[src/rtl/frog_pkg.sv]
// frog_pkg: shared board constants, FSM state and move encodings for the frog mover.
// Contents: ROWS/COLS, frog_state_t, move_t, pixel_of() one-hot plane helper.
// Used by: frog_mover, key_edge_detect.
package frog_pkg;

  localparam int ROWS = 16;
  localparam int COLS = 16;

  typedef enum logic [1:0] {
    PLAY      = 2'd0,
    WIN_HOLD  = 2'd1,
    DEAD_HOLD = 2'd2,
    OVER      = 2'd3
  } frog_state_t;

  typedef enum logic [2:0] {
    NONE  = 3'd0,
    UP    = 3'd1,
    DOWN  = 3'd2,
    LEFT  = 3'd3,
    RIGHT = 3'd4
  } move_t;

  // Single lit pixel at [row][col] on the 16x16 board.
  function automatic logic [15:0][15:0] pixel_of(input logic [3:0] row, input logic [3:0] col);
    logic [15:0][15:0] p;
    p = '0;
    p[row][col] = 1'b1;
    return p;
  endfunction

endpackage

[src/rtl/key_edge_detect.sv]
// key_edge_detect: rising-edge detector on four direction keys with priority encoding.
// Ports: clk, reset_n (async active-low), i_keys {up,down,left,right}, o_move (combinational).
// History resets to all 1s so keys held through reset produce no press.
module key_edge_detect
  import frog_pkg::*;
(
  input  logic       clk,
  input  logic       reset_n,
  input  logic [3:0] i_keys,
  output move_t      o_move
);

  logic [3:0] r_keys_q;
  logic [3:0] w_press;

  always_ff @(posedge clk or negedge reset_n) begin
    if (!reset_n) begin
      r_keys_q <= 4'hF;
    end else begin
      r_keys_q <= i_keys;
    end
  end

  assign w_press = i_keys & ~r_keys_q;

  // up > down > left > right; lower-priority presses in the same cycle are dropped
  always_comb begin
    o_move = NONE;
    if (w_press[3])      o_move = UP;
    else if (w_press[2]) o_move = DOWN;
    else if (w_press[1]) o_move = LEFT;
    else if (w_press[0]) o_move = RIGHT;
  end

endmodule

[src/rtl/frog_mover.sv]
// frog_mover: frog position, pixel plane, score/lives and win/death/game-over FSM.
// Ports: clk, reset_n, key_up/down/left/right, victory, hit -> frog_row, frog_col,
//   GreenPixels, frozen, respawn, score, lives, game_over. All outputs registered.
// Optional macro FROG_WRAP_EN: columns wrap around instead of saturating.
module frog_mover #(
  parameter int ROWS        = frog_pkg::ROWS,
  parameter int COLS        = frog_pkg::COLS,
  parameter int START_ROW   = 15,
  parameter int START_COL   = 7,
  parameter int HOLD_CYCLES = 50000000,
  parameter int LIVES       = 3
) (
  input  logic              clk,
  input  logic              reset_n,
  input  logic              key_up,
  input  logic              key_down,
  input  logic              key_left,
  input  logic              key_right,
  input  logic              victory,
  input  logic              hit,
  output logic [3:0]        frog_row,
  output logic [3:0]        frog_col,
  output logic [15:0][15:0] GreenPixels,
  output logic              frozen,
  output logic              respawn,
  output logic [7:0]        score,
  output logic [2:0]        lives,
  output logic              game_over
);
  import frog_pkg::*;

  localparam logic [3:0]  ROW_MAX   = 4'(ROWS - 1);
  localparam logic [3:0]  COL_MAX   = 4'(COLS - 1);
  localparam logic [3:0]  ROW_START = 4'(START_ROW);
  localparam logic [3:0]  COL_START = 4'(START_COL);
  localparam logic [31:0] HOLD_LOAD = 32'(HOLD_CYCLES - 1);
  localparam logic [2:0]  LIVES_INIT = 3'(LIVES);

  frog_state_t       r_state;
  logic [3:0]        r_row;
  logic [3:0]        r_col;
  logic [15:0][15:0] r_pixels;
  logic              r_frozen;
  logic              r_respawn;
  logic [7:0]        r_score;
  logic [2:0]        r_lives;
  logic              r_game_over;
  logic [31:0]       r_cnt;

  move_t      w_move;
  logic [3:0] w_row_nxt;
  logic [3:0] w_col_nxt;

  key_edge_detect u_keys (
    .clk     (clk),
    .reset_n (reset_n),
    .i_keys  ({key_up, key_down, key_left, key_right}),
    .o_move  (w_move)
  );

  // Candidate position if the move is applied in PLAY.
  always_comb begin
    w_row_nxt = r_row;
    w_col_nxt = r_col;
    case (w_move)
      UP:    if (r_row != 4'd0)    w_row_nxt = r_row - 4'd1;
      DOWN:  if (r_row != ROW_MAX) w_row_nxt = r_row + 4'd1;
`ifdef FROG_WRAP_EN
      LEFT:  w_col_nxt = (r_col == 4'd0)    ? COL_MAX : r_col - 4'd1;
      RIGHT: w_col_nxt = (r_col == COL_MAX) ? 4'd0    : r_col + 4'd1;
`else
      LEFT:  if (r_col != 4'd0)    w_col_nxt = r_col - 4'd1;
      RIGHT: if (r_col != COL_MAX) w_col_nxt = r_col + 4'd1;
`endif
      default: ;
    endcase
  end

  always_ff @(posedge clk or negedge reset_n) begin
    if (!reset_n) begin
      r_state     <= PLAY;
      r_row       <= ROW_START;
      r_col       <= COL_START;
      r_pixels    <= pixel_of(ROW_START, COL_START);
      r_frozen    <= 1'b0;
      r_respawn   <= 1'b0;
      r_score     <= 8'd0;
      r_lives     <= LIVES_INIT;
      r_game_over <= 1'b0;
      r_cnt       <= 32'd0;
    end else begin
      r_respawn <= 1'b0;
      case (r_state)
        PLAY: begin
          // Row-0 qualification rejects the stale victory seen right after a respawn.
          if (victory && r_row == 4'd0) begin
            r_state  <= WIN_HOLD;
            r_frozen <= 1'b1;
            r_score  <= (r_score == 8'd255) ? r_score : r_score + 8'd1;
            r_cnt    <= HOLD_LOAD;
          end else if (hit) begin
            r_state  <= DEAD_HOLD;
            r_frozen <= 1'b1;
            r_lives  <= (r_lives == 3'd0) ? 3'd0 : r_lives - 3'd1;
            r_cnt    <= HOLD_LOAD;
          end else begin
            r_row    <= w_row_nxt;
            r_col    <= w_col_nxt;
            r_pixels <= pixel_of(w_row_nxt, w_col_nxt);
          end
        end
        WIN_HOLD, DEAD_HOLD: begin
          if (r_cnt == 32'd0) begin
            r_row     <= ROW_START;
            r_col     <= COL_START;
            r_pixels  <= pixel_of(ROW_START, COL_START);
            r_respawn <= 1'b1;
            if (r_lives == 3'd0) begin
              r_state     <= OVER;
              r_game_over <= 1'b1;
            end else begin
              r_state  <= PLAY;
              r_frozen <= 1'b0;
            end
          end else begin
            r_cnt <= r_cnt - 32'd1;
          end
        end
        OVER: begin
          // The restarting press is consumed; no move is applied for it.
          if (w_move != NONE) begin
            r_state     <= PLAY;
            r_frozen    <= 1'b0;
            r_game_over <= 1'b0;
            r_lives     <= LIVES_INIT;
            r_score     <= 8'd0;
          end
        end
        default: r_state <= PLAY;
      endcase
    end
  end

  assign frog_row    = r_row;
  assign frog_col    = r_col;
  assign GreenPixels = r_pixels;
  assign frozen      = r_frozen;
  assign respawn     = r_respawn;
  assign score       = r_score;
  assign lives       = r_lives;
  assign game_over   = r_game_over;

endmodule

[config.mk]
export PLATFORM = sky130hd
export DESIGN_NAME = frog_mover
export DESIGN_NICKNAME = d
export VERILOG_FILES = /design/src/rtl/frog_pkg.sv /design/src/rtl/key_edge_detect.sv /design/src/rtl/frog_mover.sv
export SDC_FILE = /design/constraint.sdc
export NUM_CORES = 1
export LEC_CHECK = 0
export BUFFER_PORTS_ARGS = -buffer_cell sky130_fd_sc_hd__buf_2
export CORE_ASPECT_RATIO = 0.9
export CORE_MARGIN = 10
export CORE_UTILIZATION = 35
export DETAILED_ROUTE_END_ITERATION = 6
export GPL_TIMING_DRIVEN = 0
export MAX_ROUTING_LAYER = met4
export PLACE_DENSITY = 0.55
export SYNTH_ARGS = -nofsm -noshare
export SYNTH_HDL_FRONTEND = slang
export SYNTH_SLANG_ARGS = --single-unit
[constraint.sdc]
create_clock -name clk -period 3.37 [get_ports clk]
set_clock_uncertainty 0.1 [all_clocks]
set_input_delay 0.337 -clock clk [delete_from_list [all_inputs] [get_ports clk]]
set_output_delay 0.337 -clock clk [all_outputs]
set_load 0.03 [all_outputs]
Yosys cells after proc, flatten, opt, wreduce, memory -nomap -nowiden
Index checks and enable logic that the tools add are counted.
W data, S select, Z words.

word-level totals
  register bits after elaboration = 316
  input bits = 8
  output and inout port bits = 278
  logic and storage cells = 137

operators by class
  multiplexer cells = 56
  eq/ne operators = 21
  add/sub/neg operators = 7
  reductions and logical operators = 21
  bitwise operators = 2
  order comparisons = 4

operators by type and width
  kind                     number
  $mux W256                3
  $pmux W256 S2            1
  $mux W32                 3
  $demux W16 S4            1
  $pmux W32 S2             1
  $mux W4                  10
  $logic_not A32 Y1        1
  $pmux W4 S2              4
  $sub A32 B1 Y32 const B  1
  $mux W3                  8
  $mux W8                  3
  $ne A2 B2 Y1 const B     10
  $reduce_and A4 Y1        5
  $mux W16                 1
  $pmux W8 S2              1
  $lt A4 B5 Y1 const B     2
  $mux W1                  10
  $mux W2                  5
  $add A4 B1 Y4 const B    2
  $add A8 B1 Y8 const B    1
  $eq A8 B8 Y1 const B     1
  $ge A4 B1 Y1 const B     2
  $ne A4 B4 Y1 const B     2
  $reduce_bool A4 Y1       2
  23 further kinds         31

Longest topological paths before layout
  depth in word-level cells = 17
  mapped depth = 11
  depth with buffers taken out = 8

Cells and area by module
From an unflattened synthesis, not the netlist that was laid out.

second synthesis, totals
  cells, all modules = 1,051
  area, all modules = 12,929.9 um^2

modules (own cells, without submodules)
  module           cells an instance  sequential area each (um^2)  instances  area each (um^2)
  frog_mover       1,039              7,820.0                      1          12,747.2
  key_edge_detect  12                 105.1                        1          182.7

Least setup slack after synthesis
Ideal clock, no wire load.

  path type = register to register
  start point = register r_row[0], in the netlist frog_row[0]
  end point = register r_pixels (netlist bit GreenPixels[142])
  period minus slack after synthesis = 2.893 ns
  library setup time = 0.066 ns
  stages on the path, launching flop included = 11
  slack = 0.477 ns
  data arrival time = 2.727 ns
  path buffers = 2
  data required time = 3.204 ns
  cell sequence = dfstp_2 clkbuf_1 inv_1 ha_1 and4b_1 a31oi_1 a2bb2oi_1 nand3_1 nor2_1 buf_2 a22o_1

on the way
  word-level cells in the longest chain between the ends = 10
  elaborated cells between the ends (all ways) = 19
  classes of those cells = add/sub (2); order compare (2); eq/ne (2); mux (8); reduce/logical (5)

ends and longest elaborated chain
  element                                                             line                                text
  start: declaration                                                  frog_mover.sv:40                    logic [3:0] r_row;
  start signal: assignment                                            frog_mover.sv:107                   r_row <= w_row_nxt;
  $add A4 B1 Y4, or another cell as far along                         frog_mover.sv:67                    DOWN: if (r_row != ROW_MAX) w_row_nxt = r_row + 4'd1;
  $mux W4 (on tied branches)                                          frog_mover.sv:67, frog_mover.sv:66
  $pmux W4 S2                                                         frog_mover.sv:65                    case (w_move)
  $lt A4 B5 Y1 (not written as such) or $ge A4 B1 Y1 (tied branches)  frog_pkg.sv:28                      p[row][col] = 1'b1;
  $logic_and A1 B1 Y1 (not written as such)                           frog_pkg.sv:28
  $mux W16 (not written as such)                                      frog_pkg.sv:28
  $demux W16 S4                                                       frog_pkg.sv:28
  $mux W256                                                           frog_mover.sv:101                   end else if (hit) begin
  $mux W256                                                           frog_mover.sv:96                    if (victory && r_row == 4'd0) begin
  $pmux W256 S2                                                       frog_mover.sv:93                    case (r_state)
  end signal: assignment                                              frog_mover.sv:84                    r_pixels <= pixel_of(ROW_START, COL_START);
  end signal: assignment                                              frog_mover.sv:109                   r_pixels <= pixel_of(w_row_nxt, w_col_nxt);
  end signal: assignment                                              frog_mover.sv:116                   r_pixels <= pixel_of(ROW_START, COL_START);
  end: declaration                                                    frog_mover.sv:42                    logic [15:0][15:0] r_pixels;

Parallel ways exist; a longest one is shown, timed or not. The select of a mux whose other input is x is not followed.
A chain may end at the register's enable or synchronous reset.

Final worst setup path
  start point = register r_col[0], in the netlist frog_col[0]
  end point = register r_pixels (netlist bit GreenPixels[122])

on the way
  word-level cells in the longest chain between the ends = 12
  elaborated cells between the ends (all ways) = 17
  classes of those cells = add/sub (2); order compare (2); eq/ne (1); mux (10); reduce/logical (2)

ends and longest elaborated chain
  element                                                             line                                text
  start: declaration                                                  frog_mover.sv:41                    logic [3:0] r_col;
  start signal: assignment                                            frog_mover.sv:108                   r_col <= w_col_nxt;
  $add A4 B1 Y4, or another cell as far along                         frog_mover.sv:73                    RIGHT: if (r_col != COL_MAX) w_col_nxt = r_col + 4'd1;
  $mux W4 (on tied branches)                                          frog_mover.sv:73, frog_mover.sv:72
  $pmux W4 S2 *                                                       frog_mover.sv:65
  $lt A4 B5 Y1 (not written as such) or $ge A4 B1 Y1 (tied branches)  frog_pkg.sv:28
  $logic_and A1 B1 Y1 (not written as such)                           frog_pkg.sv:28
  $mux W1 (not written as such)                                       frog_pkg.sv:28
  $demux W1 S4 *                                                      frog_pkg.sv:28
  $mux W16 (not written as such) *                                    frog_pkg.sv:28
  $demux W16 S4 *                                                     frog_pkg.sv:28
  $mux W256 *                                                         frog_mover.sv:101
  $mux W256 *                                                         frog_mover.sv:96
  $pmux W256 S2 *                                                     frog_mover.sv:93

Every way passes the cells marked *; elsewhere a longest branch is shown, timed or not. The select of a mux whose other input is x is not followed.

==> impl_metrics.csv <==
group,metric,value,unit
run_status,status,"finished clean",
final_layout,drive_gt1_share,30.2,%
drt,drtAntennaViolNets,0,
synthesis,synth_cells,1141,
placement,port_buffers,285,
clocking,clk_path_buf_depth,3,
worst_setup_path,crit_path_max_incr_delay,0.62,ns
worst_setup_path,slowest_stage,"a211oi_2",
drt,drcViolationCount,0,
placement,place_congestion,0.866,
worst_setup_path,path_buf_inv,3,
min_path,hold_path_class,"in2reg",
grt,grt_overflow,0,
worst_setup_path,arrival,3.51,ns
sta,fin_crit,3.18,ns
job,max_cap_viol_count,0,
power,power_density,497,mW/mm^2
die,die_h,203,um
worst_setup_path,required,3.69,ns
placement,dp_slack,-0.262,ns
clocking,cts_tree,"built",
sta,slew_headroom,39.3,%
synthesis,synth_flop_cell,"dfrtp_1",
synthesis,async_reset_ff_share,100,%
power,leakage,8.36,nW
sta,report.final.slew_viol_count,0,
final_layout,syn2layout_area_growth,27.2,%
power,power.internal,0.00646,W
clocking,htreeDepth,2,
die,die_area,0.0453,mm^2
synthesis,syn_avg_cell_area,11.4,um^2
synthesis,yosys-top-cells-count,"dfrtp_1 (302), a22o_1 (178), nand2_1 (118)",
power,totalPowerFinal,0.00823,W
drt,drt_pass1_iterations,4,
grt,grt_max_degree,119,
drt,wl_per_cell,22.9,um
clocking,clkTransAtPathRegs,0.06,ns
sta,timing.final.hold_violations,0,
clocking,clock_sinks,316,
drt,vias,10600,
worst_setup_path,crit_family,"compound AO/OA/AOI/OAI gates",
synthesis,ys_types,65,
sta,fmax,314,MHz
synthesis,synthesis.nets,1158,
grt,track_usage,19.8,%
worst_setup_path,crit_path_cell_trace,"clkbuf_2, inv_1, ha_1, nand4b_1, a211oi_1, a211oi_2, buf_2, nand3_1, o21ai_0",
synthesis,synth-edff-count,0,
final_layout,n_antenna_cell,0,
final_layout,fillCellCount,3459,
drt,viasPerCell,5.37,
final_layout,final_nets,1489,
worst_setup_path,start_kind,"flop",
power,pwr-share-comb,2.4,%
clocking,cts_root_buffer,"clkbuf_16",
worst_setup_path,crit_path_end_kind,"flop",
drt,wl,45200,um
synthesis,synth-seq-cells,316,
synthesis,ys_warn_count,0,
grt,antenna_found_initial,0,
synthesis,synthesis.area,0.0130,mm^2
drt,drt_iter0_drc,776,
power,clkPwrFrac,51.4,%
clocking,clock_latency,0.52,ns
die,fp.dieW,223,um
sta,finalCritPeriodShare,94.4,%
die,io_pins,286,
sta,setup_viol,0,
sta,worst_slack,0.187,ns
power,swShare,21.5,%
synthesis,yosysMostFrequentCell,"dfrtp_1",
placement,dp_hpwl,32300,um
synthesis,synthTopCellsByArea,"dfrtp_1 (58%), a22o_1 (12%), o21ai_0 (3.7%), nand2_1 (3.4%), dfstp_2 (2.8%)",
synthesis,synth_top_area_share,58.1,%
grt,grt_pass1_wl,68200,um
power,p_sw,0.00177,W
synthesis,ys_seq_area_share,60.9,%
worst_setup_path,cp_max_fo,10,
worst_setup_path,critical_path_class,"reg2reg",
die,fp-row-count,66,
clocking,cts-buffers-inserted,37,
synthesis,synth_largest_area_cell,"dfrtp_1",
die,core_area,0.0364,mm^2
grt,grt_pass1_vias,10600,
sta,worstMarginPinSlew,0.903,ns
die,initial_core_util,35.7,%
sta,rsz0062_at_grt,"true",
power,vdd_ir_drop_max,0.000403,V
power,sequentialPowerShare,46.2,%
[power groups by stage]
| stage | combinational [W] | sequential (W) | clock, W |
|---|---|---|---|
| after floorplan | 0.0000641 | 0.00387 | 0 |
| after global placement | 0.000186 | 0.00387 | 0 |
| after detailed placement | 0.000196 | 0.00387 | 0 |
| after CTS | 0.000206 | 0.00380 | 0.00433 |
| after global routing | 0.000227 | 0.00380 | 0.00447 |
| final | 0.000201 | 0.00380 | 0.00423 |
[logic make-up (layout without fill, tap and decap cells)]
family | count (synthesis) | in the layout | share of synthesized area [%]
buf+inv | 96 | 454 | 3.40
fa+ha+maj | 9 | 9 | 0.865
simple gates | 330 | 330 | 12.5
xor+xnor | 25 | 25 | 1.68
flops | 316 | 316 | 60.9
mux | 6 | 6 | 0.462
compound gates | 359 | 359 | 20.2
[cell type report]
cell class | count | area [um^2] | share of cell area [%]
plain buffers | 83 | 412 | 2.49
clock buffers | 50 | 1070 | 6.45
clock inverters | 16 | 221 | 1.34
inverters | 12 | 45.0 | 0.272
multi-input cells | 729 | 4740 | 28.6
flip-flops and latches | 316 | 7930 | 47.9
well taps | 476 | 596 | 3.60
repair buffers | 293 | 1550 | 9.36
[per-stage QoR]
step                      util, %  hold WS, ns  TNS [ns]  area, um^2  instances
after floorplan                 -      -0.0586         0       13000       1141
after global placement       41.3        0.354  -1321.52       15000       1902
after detailed placement     41.5        0.294    -18.82       15100       1904
after CTS                    45.3        0.132         0       16500       1974
after global routing         45.5        0.151   -0.0324       16600       1975
final                        45.5        0.149         0       16600       1975
[state kept, by name, indices dropped and copies added (netlist names), 2 cells and up]
signal / count
lives: 3
GreenPixels: 256
frog_col: 4
frog_row: 4
r_state: 2
r_cnt: 32
score: 8
u_keys.r_keys_q: 4
[worst min-delay path, cell delays in order]
cell	delay (ns)
buf_2	0.12
nand3_1	0.11
o32a_1	0.16
[per-layer routing]
| layer | wire length (um) | part of all wire, % | GRT usage (%) |
|---|---|---|---|
| met3 | 2230 | 4.9 | 3.42 |
| met4 | 980 | 2.2 | 5.33 |
| met5 | 0 | 0 | - |
| met2 | 21400 | 47 | 30.6 |
| met1 | 20600 | 46 | 26.5 |
[what timing repair did]
action	in CTS	in global routing
pin swaps	0	1
endpoints found under the setup margin	176	197
buffers inserted	0	1
gates cloned	0	0
gates resized for setup	23	13
hold endpoints to repair	80	0
hold buffers	5	0
[layout by cell type, fill, tap and decap left out, drive strengths merged, types with 9 or more instances in the layout]
master and instances:
a21oi 26, a22o 178, nor4 13, buf 334, clkbuf 87, nor3 34, nor2 61, or3 9
nand4 12, o21ai 106, or4 9, inv 14, nand3 32, xnor2 14, xor2 11, dfrtp 302
dfstp 14, nand2 118, ha 9
[final timing paths]
path	to	slack (ns)	depth (start not counted)	from
min in group asynchronous	GreenPixels[57]	0.31	2	reset_n
max in group asynchronous	GreenPixels[78]	1.75	3	reset_n
min	lives[0]	0.15	3	hit
min reg2reg	GreenPixels[114]	0.37	2	GreenPixels[114]
max	GreenPixels[122]	0.19	9	frog_col[0]
max reg2reg	GreenPixels[122]	0.19	9	frog_col[0]
(Power assumes the default switching activity.)
